### config.mk
export PLATFORM = sky130hd
export DESIGN_NAME = calc_result_display
export DESIGN_NICKNAME = d
export VERILOG_FILES = /design/src/rtl/calc_result_display.sv
export SDC_FILE = /design/constraint.sdc
export NUM_CORES = 1
export LEC_CHECK = 0
export BUFFER_PORTS_ARGS = -buffer_cell sky130_fd_sc_hd__buf_2
export CAP_MARGIN = 40
export CORE_ASPECT_RATIO = 0.8
export CORE_MARGIN = 1.5
export CORE_UTILIZATION = 55
export CTS_CLUSTER_DIAMETER = 150
export DETAILED_ROUTE_END_ITERATION = 6
export PLACE_DENSITY = 0.84
export SYNTH_ARGS = -nofsm -noshare
export SYNTH_HDL_FRONTEND = slang
export SYNTH_SLANG_ARGS = --single-unit
### constraint.sdc
create_clock -name Clk -period 7.8 [get_ports Clk]
set_input_delay 0.78 -clock Clk [delete_from_list [all_inputs] [get_ports Clk]]
set_output_delay 0.78 -clock Clk [all_outputs]
set_load 0.01 [all_outputs]
### src/rtl/calc_result_display.sv
// Latches a calculator result on a Done rising edge, converts it to BCD by double-dabble and scans it onto eight 7-segment digits.
// Optional macro LEADING_ZERO_BLANK_EN blanks leading zero digits 4..1.
module calc_result_display #(
  parameter int REFRESH_BITS = 18
) (
  input  logic        Clk,
  input  logic        Reset,
  input  logic [15:0] C,
  input  logic        Flag,
  input  logic        Done,
  input  logic        QErr,
  output logic [7:0]  An,
  output logic [6:0]  Seg,
  output logic        Dp,
  output logic        Busy
);

  typedef enum logic [1:0] {IDLE = 2'd0, CONVERT = 2'd1, SHOW = 2'd2} state_t;

  localparam logic [6:0] SEG_BLANK = 7'b1111111;
  localparam logic [6:0] SEG_E     = 7'b0110000;
  localparam logic [6:0] SEG_R     = 7'b1111010;

  state_t                  r_state;
  logic                    r_done;
  logic [15:0]             r_c;
  logic                    r_flag;
  logic                    r_qerr;
  logic [19:0]             r_bcd;
  logic [3:0]              r_step;
  logic                    r_busy;
  logic [REFRESH_BITS-1:0] r_cnt;
  logic                    r_vld;
  logic [19:0]             r_sbcd;
  logic                    r_sflag;
  logic                    r_serr;
  logic [7:0]              r_an;
  logic [6:0]              r_seg;
  logic                    r_dp;

  logic                    w_cap;
  logic                    w_last;
  logic [19:0]             w_adj;
  logic [19:0]             w_bcd_step;
  logic                    w_vld_n;
  logic [19:0]             w_sbcd_n;
  logic                    w_sflag_n;
  logic                    w_serr_n;
  logic [REFRESH_BITS-1:0] w_cnt_n;
  logic [2:0]              w_k;
  logic [3:0]              w_nib;
  logic [7:0]              w_lz;
  logic [6:0]              w_seg_n;
  logic                    w_dp_n;

  function automatic logic [6:0] f_seg(input logic [3:0] d);
    case (d)
      4'd0:    f_seg = 7'b0000001;
      4'd1:    f_seg = 7'b1001111;
      4'd2:    f_seg = 7'b0010010;
      4'd3:    f_seg = 7'b0000110;
      4'd4:    f_seg = 7'b1001100;
      4'd5:    f_seg = 7'b0100100;
      4'd6:    f_seg = 7'b0100000;
      4'd7:    f_seg = 7'b0001111;
      4'd8:    f_seg = 7'b0000000;
      4'd9:    f_seg = 7'b0000100;
      default: f_seg = SEG_BLANK;
    endcase
  endfunction

  function automatic logic [19:0] f_adjust(input logic [19:0] b);
    f_adjust = b;
    for (int i = 0; i < 5; i++) begin
      if (b[4*i +: 4] >= 4'd5) f_adjust[4*i +: 4] = b[4*i +: 4] + 4'd3;
    end
  endfunction

  assign w_cap      = Done & ~r_done;
  assign w_last     = (r_state == CONVERT) && (r_step == 4'd15);
  assign w_adj      = f_adjust(r_bcd);
  assign w_bcd_step = {w_adj[18:0], r_c[15]};

  // Outputs are registered from next-cycle values so they line up with the state they describe.
  assign w_vld_n   = w_last | r_vld;
  assign w_sbcd_n  = w_last ? w_bcd_step : r_sbcd;
  assign w_sflag_n = w_last ? r_flag : r_sflag;
  assign w_serr_n  = w_last ? r_qerr : r_serr;
  assign w_cnt_n   = r_cnt + {{(REFRESH_BITS-1){1'b0}}, 1'b1};
  assign w_k       = w_cnt_n[REFRESH_BITS-1 -: 3];

  always_comb begin
    w_lz = 8'd0;
`ifdef LEADING_ZERO_BLANK_EN
    w_lz[4] = (w_sbcd_n[19:16] == 4'd0);
    w_lz[3] = w_lz[4] & (w_sbcd_n[15:12] == 4'd0);
    w_lz[2] = w_lz[3] & (w_sbcd_n[11:8] == 4'd0);
    w_lz[1] = w_lz[2] & (w_sbcd_n[7:4] == 4'd0);
`endif
  end

  always_comb begin
    w_nib = 4'd0;
    case (w_k)
      3'd0:    w_nib = w_sbcd_n[3:0];
      3'd1:    w_nib = w_sbcd_n[7:4];
      3'd2:    w_nib = w_sbcd_n[11:8];
      3'd3:    w_nib = w_sbcd_n[15:12];
      3'd4:    w_nib = w_sbcd_n[19:16];
      default: w_nib = 4'd0;
    endcase
  end

  always_comb begin
    w_seg_n = SEG_BLANK;
    w_dp_n  = 1'b1;
    if (w_vld_n) begin
      if (w_serr_n) begin
        if (w_k == 3'd2) w_seg_n = SEG_E;
        else if (w_k < 3'd2) w_seg_n = SEG_R;
      end else if (w_k < 3'd5) begin
        w_seg_n = w_lz[w_k] ? SEG_BLANK : f_seg(w_nib);
        w_dp_n  = ~((w_k == 3'd0) & w_sflag_n);
      end
    end
  end

  always_ff @(posedge Clk) begin
    if (Reset) begin
      r_state <= IDLE;
      r_done  <= 1'b0;
      r_c     <= 16'd0;
      r_flag  <= 1'b0;
      r_qerr  <= 1'b0;
      r_bcd   <= 20'd0;
      r_step  <= 4'd0;
      r_busy  <= 1'b0;
      r_cnt   <= '0;
      r_vld   <= 1'b0;
      r_sbcd  <= 20'd0;
      r_sflag <= 1'b0;
      r_serr  <= 1'b0;
      r_an    <= 8'b11111110;
      r_seg   <= SEG_BLANK;
      r_dp    <= 1'b1;
    end else begin
      r_done  <= Done;
      r_cnt   <= w_cnt_n;
      r_vld   <= w_vld_n;
      r_sbcd  <= w_sbcd_n;
      r_sflag <= w_sflag_n;
      r_serr  <= w_serr_n;
      r_an    <= ~(8'd1 << w_k);
      r_seg   <= w_seg_n;
      r_dp    <= w_dp_n;
      case (r_state)
        IDLE, SHOW: begin
          if (w_cap) begin
            r_c     <= C;
            r_flag  <= Flag;
            r_qerr  <= QErr;
            r_bcd   <= 20'd0;
            r_step  <= 4'd0;
            r_busy  <= 1'b1;
            r_state <= CONVERT;
          end
        end
        CONVERT: begin
          r_bcd  <= w_bcd_step;
          r_c    <= {r_c[14:0], 1'b0};
          r_step <= r_step + 4'd1;
          if (w_last) begin
            r_busy  <= 1'b0;
            r_state <= SHOW;
          end
        end
        default: r_state <= IDLE;
      endcase
    end
  end

  assign An   = r_an;
  assign Seg  = r_seg;
  assign Dp   = r_dp;
  assign Busy = r_busy;

endmodule

==> out/metrics.yaml, run 1 <==
run_status:
  status: "finished, final reports clean"
synthesis:
  avgSynthCellArea_sq_um: 8.34
  synth_nets: 619
  ys_ff_latch: 103
  ys_types: 54
  synth_edf_count: 0
  ys_warn_count: 0
  ys.flop_type: "dfxtp_1"
  syn_area_sq_um: 4840
  synth_cells: 581
  async_flop_share: 0
  yosysSeqAreaShare: 0.426
sta:
  period_needed_ns: 3.39
  setup_viol: 0
  finalHoldViolations: 0
  fmax_mhz: 295
  worst_pin_slew_ns: 0.888
  maxSlewHeadroom: 0.408
  report.final.slew_viol_count: 0
  grt_setup_unrepaired: "false"
  fin_worst_skew_ns: 0.0109
  tns_ns: 0
  finalCritPeriodShare: 0.434
routing:
  wl_met1_um: 4720
  wl_met3_um: 577
  wirelength_um: 10700
  dr.pass1.iters: 5
  dr.first_iter.drc_count: 253
  routed.top_layer: "met4"
  routedWlPerCell_um: 14.8
  ant_nets: 0
  drc: 0
  num_vias: 4205
  met2WireLength_um: 5140
  viasPerCell: 5.82
power_and_ir_drop:
  peakVddDrop_uv: 101
  p_leak_nw: 2.03
  power_density_nw_per_um2: 178
  power_mw: 0.945
setup_path:
  critical_path_class: "reg2reg"
  worstPathArrival_ns: 3.66
  cp_data_required_time_ns: 8.07
  crit_path_end_kind: "flop"
  crit_fanout: 20
  critPathLaunchType: "flop"
grt:
  grt_start_max_net_pins: 90
  grtUsageTotal: 0.237
  antenna_found_initial: 0
  grt_pass1_wl_um: 17600
  grt-ovfl-total: 0
  grt_pass1_vias: 3874
die:
  core_sq_um: 8520
  design.portCount: 38
  dieArea_sq_um: 9380
  rows: 30
  initial_core_util: 0.568
  die_y_um: 86.9
  die_x_um: 108
cts:
  numCtsBuffers: 9
  path_clk_slew_ns: 0.10
  cts_resized: 0
  clkLatencyLatePin_ns: 0.37
  cts_setup_buffers: 0
  cts.sinks: 103
  clock_path_buffers: 2
  htreeDepth: 3
  cts_tree: "yes"
  root_buffer: "clkbuf_8"
  ctsHoldBuffers: 0
place:
  io_buffer_count: 37
  place_hpwl_um: 7470
  gp_congestion: 0.859
finish:
  synthToLayoutAreaGrowth_pct: 9.40
  drive_gt1_frac: 0.133
  n_antenna_cell: 0
  final_nets: 644
flow_run:
  cap_violations: 0
min_path:
  hold_path.class: "reg2reg"
## registers in the layout, summed over array words and instances (netlist names)
signal and count:
r_vld 1, r_cnt 18, r_serr 1, r_sflag 1, r_done 1, r_qerr 1, r_bcd 20, r_state 2
r_c 16, r_sbcd 20, r_flag 1, r_step 4, Seg 7, Busy 1, Dp 1, An 8
## area by class of cell
cell class              instances  area, sq um
flip-flops and latches        103         2060
inverters                      17         63.8
clock inverters                 7         71.3
fillers                       713         3220
repair buffers                 43          230
multi-input cells             432         2610
well taps                     112          140
clock buffers                   9          124
## through the flow
stage,setup WS (ns),utilization,cells,hold WS [ns],cell area (sq um)
2_1_floorplan,4.78,-,581,0.433,4840
3_3_place_gp,4.66,0.598,706,0.439,5100
3_5_place_dp,4.53,0.599,707,0.453,5100
4_1_cts,4.49,0.622,723,0.467,5300
5_1_grt,4.15,0.622,723,0.487,5300
6_report,4.41,0.622,723,0.461,5300
## layout by cell type (no fill, tap or decap), drive strengths merged, types with 3 or more instances in the layout
cell type  count
a211oi         6
xnor2          9
a31oi          6
nor2         114
clkinv         4
a21oi         47
nand3         26
nand4          8
or2            3
o21ai         23
ha            17
buf           43
nor3           9
nor2b          5
or3            3
xor2          10
o31ai          8
nand2b        14
nor4          15
inv           19
a22oi          4
mux4           3
nand2         58
dfxtp        103
o211ai         3
clkbuf         9
mux2i         18
## critical path, stage by stage (launching register included)
cell and delay [ns]:
dfxtp_1 0.33, nand2b_1 0.46, nor2_2 0.65, nor2_1 0.13
a211o_1 0.30, o211ai_1 0.09, a21boi_0 0.36, a21oi_1 0.22
inv_1 0.19, ha_1 0.21, mux2i_1 0.09, o311ai_1 0.26
## worst paths after layout
path	from	to	slack, ns	depth (start not counted)
min	r_flag	r_flag	0.46	2
max reg2reg	r_state[1]	Seg[1]	4.41	11
max	r_state[1]	Seg[1]	4.41	11
min reg2reg	r_flag	r_flag	0.46	2
## metal layers
metal  global-route usage  up-vias
li1                     -     2043
met1                0.302     1998
met2                0.399      141
met3               0.0449       23
met4               0.0957        0
met5                    0        -
## synth_stat cells (2+ instances only)
cell | number | area, sq um
nor2_1 | 114 | 428
dfxtp_1 | 103 | 2060
nand2_1 | 58 | 218
a21oi_1 | 47 | 235
nand3_1 | 26 | 130
o21ai_0 | 23 | 115
clkbuf_1 | 21 | 78.8
mux2i_1 | 18 | 180
ha_1 | 17 | 213
inv_1 | 17 | 63.8
nand2b_1 | 14 | 87.6
nor4_1 | 13 | 81.3
nor3_1 | 9 | 45.0
xnor2_1 | 8 | 70.1
xor2_1 | 8 | 70.1
nand4_1 | 7 | 43.8
a31oi_1 | 6 | 37.5
o31ai_1 | 6 | 45.0
buf_1 | 5 | 18.8
nor2b_1 | 5 | 31.3
a211oi_1 | 4 | 30.0
a22oi_1 | 3 | 22.5
buf_2 | 3 | 15.0
mux4_2 | 3 | 67.6
o211ai_1 | 3 | 22.5
or3_1 | 3 | 18.8
a211o_1 | 2 | 17.5
a21boi_0 | 2 | 15.0
and2_1 | 2 | 12.5
and4_1 | 2 | 17.5
nor3b_1 | 2 | 15.0
o21a_1 | 2 | 15.0
o31ai_2 | 2 | 25.0
or2_2 | 2 | 12.5
xor2_2 | 2 | 32.5
## cells by family after synthesis
kind of cell             synth area share
multiplexers                       0.0511
buffers and inverters              0.0364
AO/OA/AOI/OAI                       0.144
XOR/XNOR                           0.0413
adder cells (fa/ha/maj)            0.0439
AND/OR/NAND/NOR                     0.258
flip-flops                          0.426
## power by group
| group | total (mW) | internal (mW) | switching (mW) |
|---|---|---|---|
| clock | 0.337 | 0.150 | 0.188 |
| sequential | 0.546 | 0.538 | 0.00808 |
| combinational | 0.0611 | 0.0201 | 0.0410 |
(Power assumes the default switching activity.)
==> run 2, diff against run 1 <==
- CORE_UTILIZATION: 55 -> 54
- PLACE_DENSITY: 0.84 -> 0.86
- clock period: 7.8 -> 2.9 ns (I/O delays scaled with it)
==> run 2 against run 1 <==
Net effect:
- clock skew decreased by 0.0054 ns
- critical path type unchanged
- largest power group unchanged
- sequential share of layout area fell by 2.2 points
- register-to-register slack worse by 4.4 ns
- critical endpoint is now Seg[0]
- highest routed layer unchanged
- die area increased by 1.8%
- count of clock-buffer cells in the layout up 1
- global-route usage up 1.5 points
==> out/metrics.yaml, run 2 (synthesis gave the netlist of run 1 again) <==
run_status:
  status: "finished, final reports clean"
die:
  rows: 30  # unchanged
  core_sq_um: 8600  # +0.88%
  die_x_um: 109  # +0.90%
  initial_core_util: 0.563  # -0.00496
  design.portCount: 38  # unchanged
  dieArea_sq_um: 9550  # +1.8%
  die_y_um: 87.7  # +0.89%
place:
  place_area_sq_um: 5220  # +2.3%
  dpl.cell_count: 721  # +2.0%
  gp_congestion: 0.944  # +9.9%
  place_hpwl_um: 7700  # +3.1%
  io_buffer_count: 37  # unchanged
cts:
  clock_path_buffers: 2  # unchanged
  cts.sinks: 103  # unchanged
  path_clk_slew_ns: 0.10  # about the same
  ctsHoldBuffers: 0  # unchanged
  numCtsBuffers: 9  # unchanged
  htreeDepth: 3  # unchanged
  root_buffer: "clkbuf_8"
  cts_tree: "yes"
  clkLatencyLatePin_ns: 0.38  # about the same
setup_path:
  critPathLaunchType: "flop"
  r2r_end: "Seg[0]"
  crit_path_cell_trace: "ha_4 > and4_4 > and4bb_4 > buf_4 > xor2_4 > mux4_2 > a22oi_2 > o31a_4 > mux2i_1 > o311ai_2"
  critical_path_class: "reg2reg"
  cp_data_required_time_ns: 3.15  # -4.92 ns
  worstPathArrival_ns: 3.10  # -0.56 ns
  crit_path_end_kind: "flop"
  rr_worst_depth: 10  # -1
  critical-path-top-delay-family: "multiplexers"
  cp_slowest_stage_delay_ns: 0.52  # -0.13 ns
  path_buf_inv: 1  # unchanged
  reg2reg_slack_ns: 0.06  # -4.36 ns
  cpMaxStageDelayCell: "mux4_2"
  reg2reg_from: "r_cnt[1]"
  crit_fanout: 5  # -75%
routing:
  viasPerCell: 5.85  # +0.51%
  dr.first_iter.drc_count: 356  # +41%
  drc: 0  # unchanged
  num_vias: 4355  # +3.6%
  ant_nets: 0  # unchanged
  routedWlPerCell_um: 15.6  # +5.5%
  dr.pass1.iters: 5  # unchanged
  wirelength_um: 11600  # +8.7%
sta:
  finalHoldViolations: 0  # unchanged
  finalCritPeriodShare: 0.981  # +0.547
  worst_pin_slew_ns: 0.870  # -0.0177 ns
  fin_hold_ws_ns: 0.137  # -0.324 ns
  maxSlewHeadroom: 0.420  # +0.0118
  fmax_mhz: 351  # +19%
  setup_viol: 0  # unchanged
  report.final.slew_viol_count: 0  # unchanged
  fin_worst_skew_ns: 0.00544  # -0.00544 ns
  grt_setup_unrepaired: "true"
  period_needed_ns: 2.84  # -0.542 ns
finish:
  fin_cells: 745  # +3.0%
  layout_commonest_cell: "nor2_1"
  drive_gt1_frac: 0.216  # +0.0839
  fin_area_sq_um: 5650  # +6.6%
  final_nets: 666  # +3.4%
  multi_input_area_sq_um: 2750  # +5.5%
  n_antenna_cell: 0  # unchanged
  fillers: 669  # -6.2%
  synthToLayoutAreaGrowth_pct: 16.6
  mostFrequentLayoutCells: "111 x nor2_1, 93 x dfxtp_1, 58 x nand2_1"
  top_regs: "r_bcd (20), r_sbcd (20), r_cnt (18)"
  register_area_sq_um: 2070  # +0.61%
  fin_util: 0.657  # +0.0350
power_and_ir_drop:
  peakVddDrop_uv: 332  # +230%
  power_density_nw_per_um2: 458  # +160%
  p_leak_nw: 2.16  # +6.4%
flow_run:
  cap_violations: 0  # unchanged
grt:
  grt_start_max_net_pins: 89  # -1.1%
  grt-ovfl-total: 0  # unchanged
  grt_pass1_wl_um: 18900  # +7.5%
  grtUsageTotal: 0.252  # +0.0148
  grt_pass1_vias: 4176  # +7.8%
  antenna_found_initial: 0  # unchanged
min_path:
  hold_path.class: "in2reg"
  holdPathStages: 2  # unchanged
  hp-start: "Done"
  min_to: "r_done"
## run 2: cell count changes in the layout (fill, tap and decap cells not counted), moves of 3 or more
cell,change
ha_1,-3
dfxtp_2,+10
buf_4,+20
clkinv_2,-3
clkinvlp_4,+4
dfxtp_1,-10
a21oi_1,-3
## run 2: how the worst max path moves through the flow
| stage | cells past startpoint | endpoint | startpoint |
|---|---|---|---|
| 3_3_place_gp | 11 | Seg[2] | r_cnt[0] |
| 5_1_grt | 10 | Seg[2] | r_step[0] |
| 4_1_cts | 11 | Seg[0] | r_cnt[0] |
| 3_5_place_dp | 13 | Seg[0] | r_cnt[0] |
| 2_1_floorplan | 13 | Seg[2] | r_cnt[0] |
| 6_report | 10 | Seg[0] | r_cnt[1] |
## run 2: what timing repair did
item | in CTS | in global routing
setup endpoints to repair | 6 | 7
gates resized for setup | 4 | 39
pin swaps | 1 | 14
hold endpoints to repair | 0 | 0
buffers inserted | 2 | 6
## run 2: where the power goes
group | total (mW) | leakage, nW | switching [mW] | internal, mW
Sequential | 1.47 | 0.840 | 0.0228 | 1.45
Combinational | 0.174 | 1.23 | 0.114 | 0.0596
Clock | 0.939 | 0.0912 | 0.514 | 0.425
Total | 2.58 | 2.16 | 0.651 | 1.93
## run 2: layout make-up
class / instances / share of cell area
Inverter: 17 / 0.0113
Clock inverter: 6 / 0.0122
Clock buffer: 10 / 0.0244
Multi-Input combinational cell: 432 / 0.487
Tap cell: 112 / 0.0248
Timing Repair Buffer: 65 / 0.0729
Sequential cell: 103 / 0.367
## run 2: metal layers
layer	part of all wire	up-vias	track usage
li1	-	2088	-
met1	0.42	2089	0.313
met2	0.50	155	0.422
met3	0.060	23	0.0580
met4	0.019	0	0.105
met5	0	-	0
## run 2: stage by stage
| stage | power [mW] | worst slack, ns | TNS, ns |
|---|---|---|---|
| CTS | 2.58 | -0.0262 | -0.0262 |
| global route | 2.67 | -0.0464 | -0.143 |
| detailed placement | 1.67 | -0.112 | -0.291 |
| floorplan | 1.61 | 0.0376 | 0 |
| finish | 2.58 | 0.0550 | 0 |
| global placement | 1.66 | 0.0775 | 0 |
## run 2: worst register-to-register path, stage by stage, from the launching register on
cell,delay (ns)
dfxtp_2,0.37
ha_4,0.14
and4_4,0.23
and4bb_4,0.28
buf_4,0.15
xor2_4,0.17
mux4_2,0.52
a22oi_2,0.30
o31a_4,0.24
mux2i_1,0.22
o311ai_2,0.10
